==> src/rtl/segment_pkg.sv <==
// rtl/segment_pkg.sv - shared constants and types for the seven-segment readback decoder
// Purpose: segment pattern tables for units/tens digits, blank pattern and the
//   decoder state enum. Bit order is {bit8, DP, g, f, e, d, c, b, a}.
package segment_pkg;

  // Units digit patterns: DP clear, bit8 clear.
  localparam logic [8:0] SEG_UNITS [0:9] = '{
    9'h03f, 9'h006, 9'h05b, 9'h04f, 9'h066,
    9'h06d, 9'h07d, 9'h007, 9'h07f, 9'h06f
  };

  // Tens digit patterns: same segments with DP set.
  localparam logic [8:0] SEG_TENS [0:9] = '{
    9'h0bf, 9'h086, 9'h0db, 9'h0cf, 9'h0e6,
    9'h0ed, 9'h0fd, 9'h087, 9'h0ff, 9'h0ef
  };

  localparam logic [8:0] SEG_BLANK = 9'h000;

  typedef enum logic [1:0] {
    IDLE   = 2'd0,
    SETTLE = 2'd1,
    LOCKED = 2'd2,
    BAD    = 2'd3
  } seg_state_e;

endpackage

==> src/rtl/seg_lookup.sv <==
// rtl/seg_lookup.sv - combinational seven-segment pattern to BCD lookup
// Purpose: maps one 9-bit segment pattern to a digit 0..9 and a legal flag.
// Parameters: DP_EXPECTED - required value of the DP bit (0 units, 1 tens).
// Ports:
//   pattern in  9  segment pattern (already polarity-corrected)
//   legal   out 1  pattern matches one of the ten digit patterns exactly
//   digit   out 4  decoded digit, 0 when not legal
module seg_lookup
  import segment_pkg::*;
#(
  parameter bit DP_EXPECTED = 1'b0
) (
  input  logic [8:0] pattern,
  output logic       legal,
  output logic [3:0] digit
);

  logic [8:0] ref_pat;

  // Exact match against the table also rejects a wrong DP bit or bit8 set.
  always_comb begin
    legal   = 1'b0;
    digit   = 4'd0;
    ref_pat = 9'h000;
    for (int i = 0; i < 10; i++) begin
      ref_pat = DP_EXPECTED ? SEG_TENS[i] : SEG_UNITS[i];
      if (pattern == ref_pat) begin
        legal = 1'b1;
        digit = i[3:0];
      end
    end
  end

endmodule

==> src/rtl/segment_decoder.sv <==
// rtl/segment_decoder.sv - two-digit seven-segment readback decoder with stability filter
// Purpose: samples the units/tens LED patterns, requires STABLE_CYCLES identical
//   samples before committing, recovers BCD digits and flags illegal patterns.
// Config: define SEG_ACTIVE_LOW_EN for common-anode displays (inputs inverted
//   in the input stage; blank is then raw 9'h1FF on both).
// Ports:
//   clk         in  1  main clock
//   rst         in  1  synchronous active-high reset
//   led_1       in  9  units pattern (DP=0, bit8=0)
//   led_2       in  9  tens pattern (DP=1, bit8=0)
//   err_clr     in  1  clears sticky err on the next edge
//   digit_units out 4  last committed units digit
//   digit_tens  out 4  last committed tens digit
//   valid       out 1  digits reflect a stable, legal, current pattern
//   update      out 1  one-cycle pulse on each legal commit
//   err         out 1  sticky illegal-pattern flag
module segment_decoder
  import segment_pkg::*;
#(
  parameter int STABLE_CYCLES = 16,
  parameter int CNT_W         = 16
) (
  input  logic       clk,
  input  logic       rst,
  input  logic [8:0] led_1,
  input  logic [8:0] led_2,
  input  logic       err_clr,
  output logic [3:0] digit_units,
  output logic [3:0] digit_tens,
  output logic       valid,
  output logic       update,
  output logic       err
);

  localparam logic [CNT_W-1:0] CNT_LAST = CNT_W'(STABLE_CYCLES - 1);
  localparam logic [CNT_W-1:0] CNT_ONE  = CNT_W'(1);

  // samp holds {tens, units} as sampled; prev is samp one cycle later.
  logic [17:0]      samp_q, samp_d;
  logic [17:0]      prev_q, prev_d;
  logic [CNT_W-1:0] cnt_q, cnt_d;
  seg_state_e       state_q, state_d;
  logic [3:0]       units_q, units_d;
  logic [3:0]       tens_q, tens_d;
  logic             valid_q, valid_d;
  logic             update_q, update_d;
  logic             err_q, err_d;

  logic             u_legal, t_legal;
  logic [3:0]       u_digit, t_digit;
  logic             changed, blank;

`ifdef SEG_ACTIVE_LOW_EN
  assign samp_d = ~{led_2, led_1};
`else
  assign samp_d = {led_2, led_1};
`endif
  assign prev_d = samp_q;

  seg_lookup #(.DP_EXPECTED(1'b0)) u_lookup_units (
    .pattern (samp_q[8:0]),
    .legal   (u_legal),
    .digit   (u_digit)
  );

  seg_lookup #(.DP_EXPECTED(1'b1)) u_lookup_tens (
    .pattern (samp_q[17:9]),
    .legal   (t_legal),
    .digit   (t_digit)
  );

  assign changed = (samp_q != prev_q);
  assign blank   = (samp_q[8:0] == SEG_BLANK) && (samp_q[17:9] == SEG_BLANK);

  always_comb begin
    state_d  = state_q;
    cnt_d    = cnt_q;
    units_d  = units_q;
    tens_d   = tens_q;
    valid_d  = valid_q;
    update_d = 1'b0;
    err_d    = err_q & ~err_clr;

    // Any sample change restarts settling regardless of state.
    if (changed) begin
      cnt_d   = '0;
      valid_d = 1'b0;
      state_d = SETTLE;
    end else begin
      case (state_q)
        SETTLE: begin
          if (cnt_q == CNT_LAST) begin
            if (blank) begin
              valid_d = 1'b0;
              state_d = IDLE;
            end else if (u_legal && t_legal) begin
              units_d  = u_digit;
              tens_d   = t_digit;
              update_d = 1'b1;
              valid_d  = 1'b1;
              state_d  = LOCKED;
            end else begin
              // Set has priority over a same-cycle err_clr.
              err_d   = 1'b1;
              valid_d = 1'b0;
              state_d = BAD;
            end
          end else if (cnt_q != '1) begin
            cnt_d = cnt_q + CNT_ONE;
          end
        end
        default: begin
          state_d = state_q;
        end
      endcase
    end
  end

  always_ff @(posedge clk) begin
    if (rst) begin
      samp_q   <= '0;
      prev_q   <= '0;
      cnt_q    <= '0;
      state_q  <= IDLE;
      units_q  <= 4'd0;
      tens_q   <= 4'd0;
      valid_q  <= 1'b0;
      update_q <= 1'b0;
      err_q    <= 1'b0;
    end else begin
      samp_q   <= samp_d;
      prev_q   <= prev_d;
      cnt_q    <= cnt_d;
      state_q  <= state_d;
      units_q  <= units_d;
      tens_q   <= tens_d;
      valid_q  <= valid_d;
      update_q <= update_d;
      err_q    <= err_d;
    end
  end

  assign digit_units = units_q;
  assign digit_tens  = tens_q;
  assign valid       = valid_q;
  assign update      = update_q;
  assign err         = err_q;

endmodule

==> config.mk <==
export PLATFORM = sky130hd
export DESIGN_NAME = segment_decoder
export DESIGN_NICKNAME = d
export VERILOG_FILES = /design/src/rtl/segment_pkg.sv /design/src/rtl/seg_lookup.sv /design/src/rtl/segment_decoder.sv
export SDC_FILE = /design/constraint.sdc
export NUM_CORES = 1
export LEC_CHECK = 0
export CORE_ASPECT_RATIO = 1.5
export CORE_MARGIN = 2
export CORE_UTILIZATION = 50
export DETAILED_ROUTE_END_ITERATION = 8
export PLACE_DENSITY_LB_ADDON = 0.08
export RECOVER_POWER = 100
export SYNTH_ARGS = -nofsm -noshare
export SYNTH_HDL_FRONTEND = slang
export SYNTH_SLANG_ARGS = --single-unit
==> constraint.sdc <==
create_clock -name clk -period 2.1 [get_ports clk]
set_input_delay 0.525 -clock clk [delete_from_list [all_inputs] [get_ports clk]]
set_output_delay 0.525 -clock clk [all_outputs]
set_load 0.005 [all_outputs]
==> impl_metrics.json <==
{
  "status": "finished, final reports clean",
  "slew_headroom_pct": 70.14,
  "drive_gt1_share_pct": 16.22,
  "grt_max_degree": 29,
  "post-route-util_pct": 64.10,
  "syn_nets": 338,
  "routed_wl_mm": 6.137,
  "avgViaCountPerCell": 5.342,
  "end_kind": "flip-flop",
  "cp_slowest_cell": "or4_1",
  "route.detailed.drc": 0,
  "syn-cell-area_um2": 2947,
  "dp_cells": 426,
  "dpl.hpwl_mm": 4.559,
  "rr_endpoint": "digit_units[2]$_SDFFE_PP0P_",
  "holdWs_ns": 0.4756,
  "final_nets": 387,
  "design_area_um2": 3681,
  "clock_sinks": 65,
  "die_x_um": 66.68,
  "avgSynthCellArea_um2": 9.325,
  "vias": 2361,
  "drt-pass1-iter-count": 4,
  "portBuffers": 31,
  "clkPwrFrac_pct": 40.5,
  "reg2reg_depth": 7,
  "r2r_slack_ns": 0.08,
  "grt_overflow": 0,
  "period_minus_slack_ns": 2.024,
  "gp_congestion": 0.9169,
  "clock_latency_ns": 0.34,
  "mostFrequentLayoutCell": "dfxtp_1",
  "core_um2": 5743,
  "clk_pin_slew_ns": 0.06,
  "mostFrequentLayoutCells": "dfxtp_1, nor2b_1, nor2_1, xor2_1, buf_4",
  "die_h_um": 98.02,
  "postPlaceCellArea_um2": 3457,
  "syn_to_final_growth_pct": 24.93,
  "num-fill-cells": 527,
  "rows": 34,
  "antenna_found_initial": 0,
  "ant_nets": 0,
  "ios": 32,
  "cp.required_ns": 2.33,
  "ys_warn_count": 0,
  "power_density_nw_per_um2": 684.1,
  "peakVddDrop_uv": 511.1,
  "cts_buffers": 9,
  "total_power_uw": 2518,
  "setup_viol": 0,
  "tritoncts": "yes",
  "drv_slew": 0,
  "ys_types": 50,
  "drv_cap": 0,
  "max_freq_mhz": 494.1,
  "htree_levels": 3,
  "worstHoldEndpoint": "state_q[1]$_SDFFE_PP0P_",
  "timing.rr.start": "prev_d[6]$_SDFF_PP0_",
  "critical_path_class": "reg2reg",
  "worst_pin_slew_ns": 0.4438,
  "post-route-period-util_pct": 96.38,
  "path_cells": "buf_4 > or4_1 > o21ai_1 > a31oi_2 > a2bb2oi_2 > and3_4 > mux2_1",
  "ys_seq_area_share_pct": 44.16,
  "routedWlPerCell_um": 13.88,
  "drtIter0Drc": 68,
  "async_reset_ff_share_pct": 0,
  "pwr-share-seq_pct": 51.6,
  "slowest_delay_ns": 0.45,
  "fin_worst_skew_ns": 0.005930,
  "cts_buffer_depth": 2,
  "swShare_pct": 22.22,
  "antenna_cells": 0,
  "syn-instance-count": 316,
  "layoutNonFillerInstCount": 442,
  "ys.flop_type": "dfxtp_1",
  "grt_usage_pct": 20.18,
  "final_hold_viol_count": 0,
  "fp.dieArea_um2": 6536,
  "crit_arrival_ns": 2.25,
  "holdPathStages": 2,
  "grt_pass1_wl_mm": 10.07,
  "ys_ff_latch": 65,
  "p_leak_uw": 0.001443,
  "startpoint_type": "flip-flop",
  "p_sw_uw": 559.5,
  "intPower_uw": 1959,
  "hold_start": "state_q[1]$_SDFFE_PP0P_",
  "hold_path.class": "reg2reg",
  "clockRootBuffer": "clkbuf_8",
  "grt_pass1_vias": 2295,
  "initial_utilization_pct": 51.31,
  "synth-edff-count": 0,
  "path_max_fanout": 8,
  "pwr-share-comb_pct": 7.9
}
## metal layers
metal	global-route usage (%)	wire [um]	vias to the layer above	share of wire [%]
li1	-	-	1194	-
met1	20.12	2368	1112	39
met2	37.00	3422	42	56
met3	4.147	202	13	3.3
met4	11.62	144	0	2.3
met5	0	0	-	0
## kinds of logic (layout without fill, tap and decap cells)
group,Yosys count,in the layout,share of synthesized area (%)
DFF,65,65,44.16
adders and majority gates,1,1,0.4246
buffers and inverters,23,77,4.501
xor gates and xnor gates,36,36,10.70
and+or+nand+nor,156,156,30.62
muxes,7,7,2.420
AOI/OAI and AO/OA,28,28,7.176
## registers in the layout (all words and copies together), names as in the netlist
signal	cells
cnt_q	16
digit_tens	4
digit_units	4
err	1
prev_d	18
prev_q	18
state_q	2
update	1
valid	1
## cell type report
type                            count  area (um2)  area share [%]
Multi-Input combinational cell    228        1556           42.28
Sequential cell                    65        1308           35.52
Timing Repair Buffer               59       530.5           14.41
Clock buffer                       13       148.9           4.045
Tap cell                           72       90.09           2.447
Clock inverter                      3       40.04           1.088
Inverter                            2       7.507          0.2039
## per-stage QoR
step                  TNS, ns  setup slack [ns]
floorplan                   0           0.01197
global placement            0           0.07731
detailed placement          0           0.01666
CTS                         0           0.01036
global route        -0.006845         -0.006845
finish                      0           0.07605
## worst max-delay path: cells and delay by family (launching register included)
kind / cells / cell delay (ns)
AND/OR/NAND/NOR: 2 / 0.65
multiplexers: 1 / 0.31
buffers and inverters: 1 / 0.16
AO/OA/AOI/OAI: 3 / 0.47
flip-flops: 1 / 0.32
## power by group through the flow
| stage | Clock [uW] | Sequential, uW | Combinational, uW |
|---|---|---|---|
| 3_3_place_gp | 0 | 1320 | 194 |
| 5_1_grt | 1100 | 1300 | 219 |
| 6_report | 1020 | 1300 | 200 |
| 3_5_place_dp | 0 | 1330 | 197 |
| 2_1_floorplan | 0 | 1310 | 130 |
| 4_1_cts | 1050 | 1300 | 197 |
## worst max path at each step
stage                                startpoint                     endpoint  slack [ns]  depth (start not counted)
after global routing       prev_d[6]$_SDFF_PP0_  digit_units[2]$_SDFFE_PP0P_      -0.007                          7
after CTS                  prev_d[9]$_SDFF_PP0_  digit_units[2]$_SDFFE_PP0P_        0.01                          6
final                      prev_d[6]$_SDFF_PP0_  digit_units[2]$_SDFFE_PP0P_        0.08                          7
after global placement    prev_d[17]$_SDFF_PP0_   digit_tens[0]$_SDFFE_PP0P_        0.08                          7
after detailed placement  prev_d[17]$_SDFF_PP0_   digit_tens[3]$_SDFFE_PP0P_        0.02                          7
after floorplan            prev_d[3]$_SDFF_PP0_  digit_units[2]$_SDFFE_PP0P_        0.01                          7
## what timing repair did
action | in CTS | in global routing
buffers inserted | 0 | 0
setup endpoints to repair | 0 | 28
gates resized for setup | 0 | 15
hold buffers | 0 | 0
## cells in the mapped netlist, types with 2 or more instances
cell,count,area (um2)
or4_1,3,22.52
nor4_1,7,43.79
nand2b_1,9,56.30
clkbuf_1,11,41.29
buf_6,5,56.30
o21ai_0,2,10.01
mux2i_1,6,60.06
nor2_1,33,123.9
a31oi_1,5,31.28
o211ai_1,2,15.01
nand3_1,15,75.07
nand2_1,12,45.04
and4b_1,2,20.02
inv_1,2,7.510
o2111ai_1,2,17.52
a22oi_1,2,15.01
dfxtp_1,65,1301
and4_1,2,17.52
nand4_1,11,68.82
nor2b_1,37,231.5
xor2_1,30,262.8
nor3_1,4,20.02
nor4b_1,2,17.52
xnor2_1,6,52.55
buf_2,4,20.02
nand4b_1,3,26.28
o22ai_1,5,31.28
nor3b_1,3,22.52
and3_1,5,31.28
No activity file was read; power rests on OpenSTA's default activity.
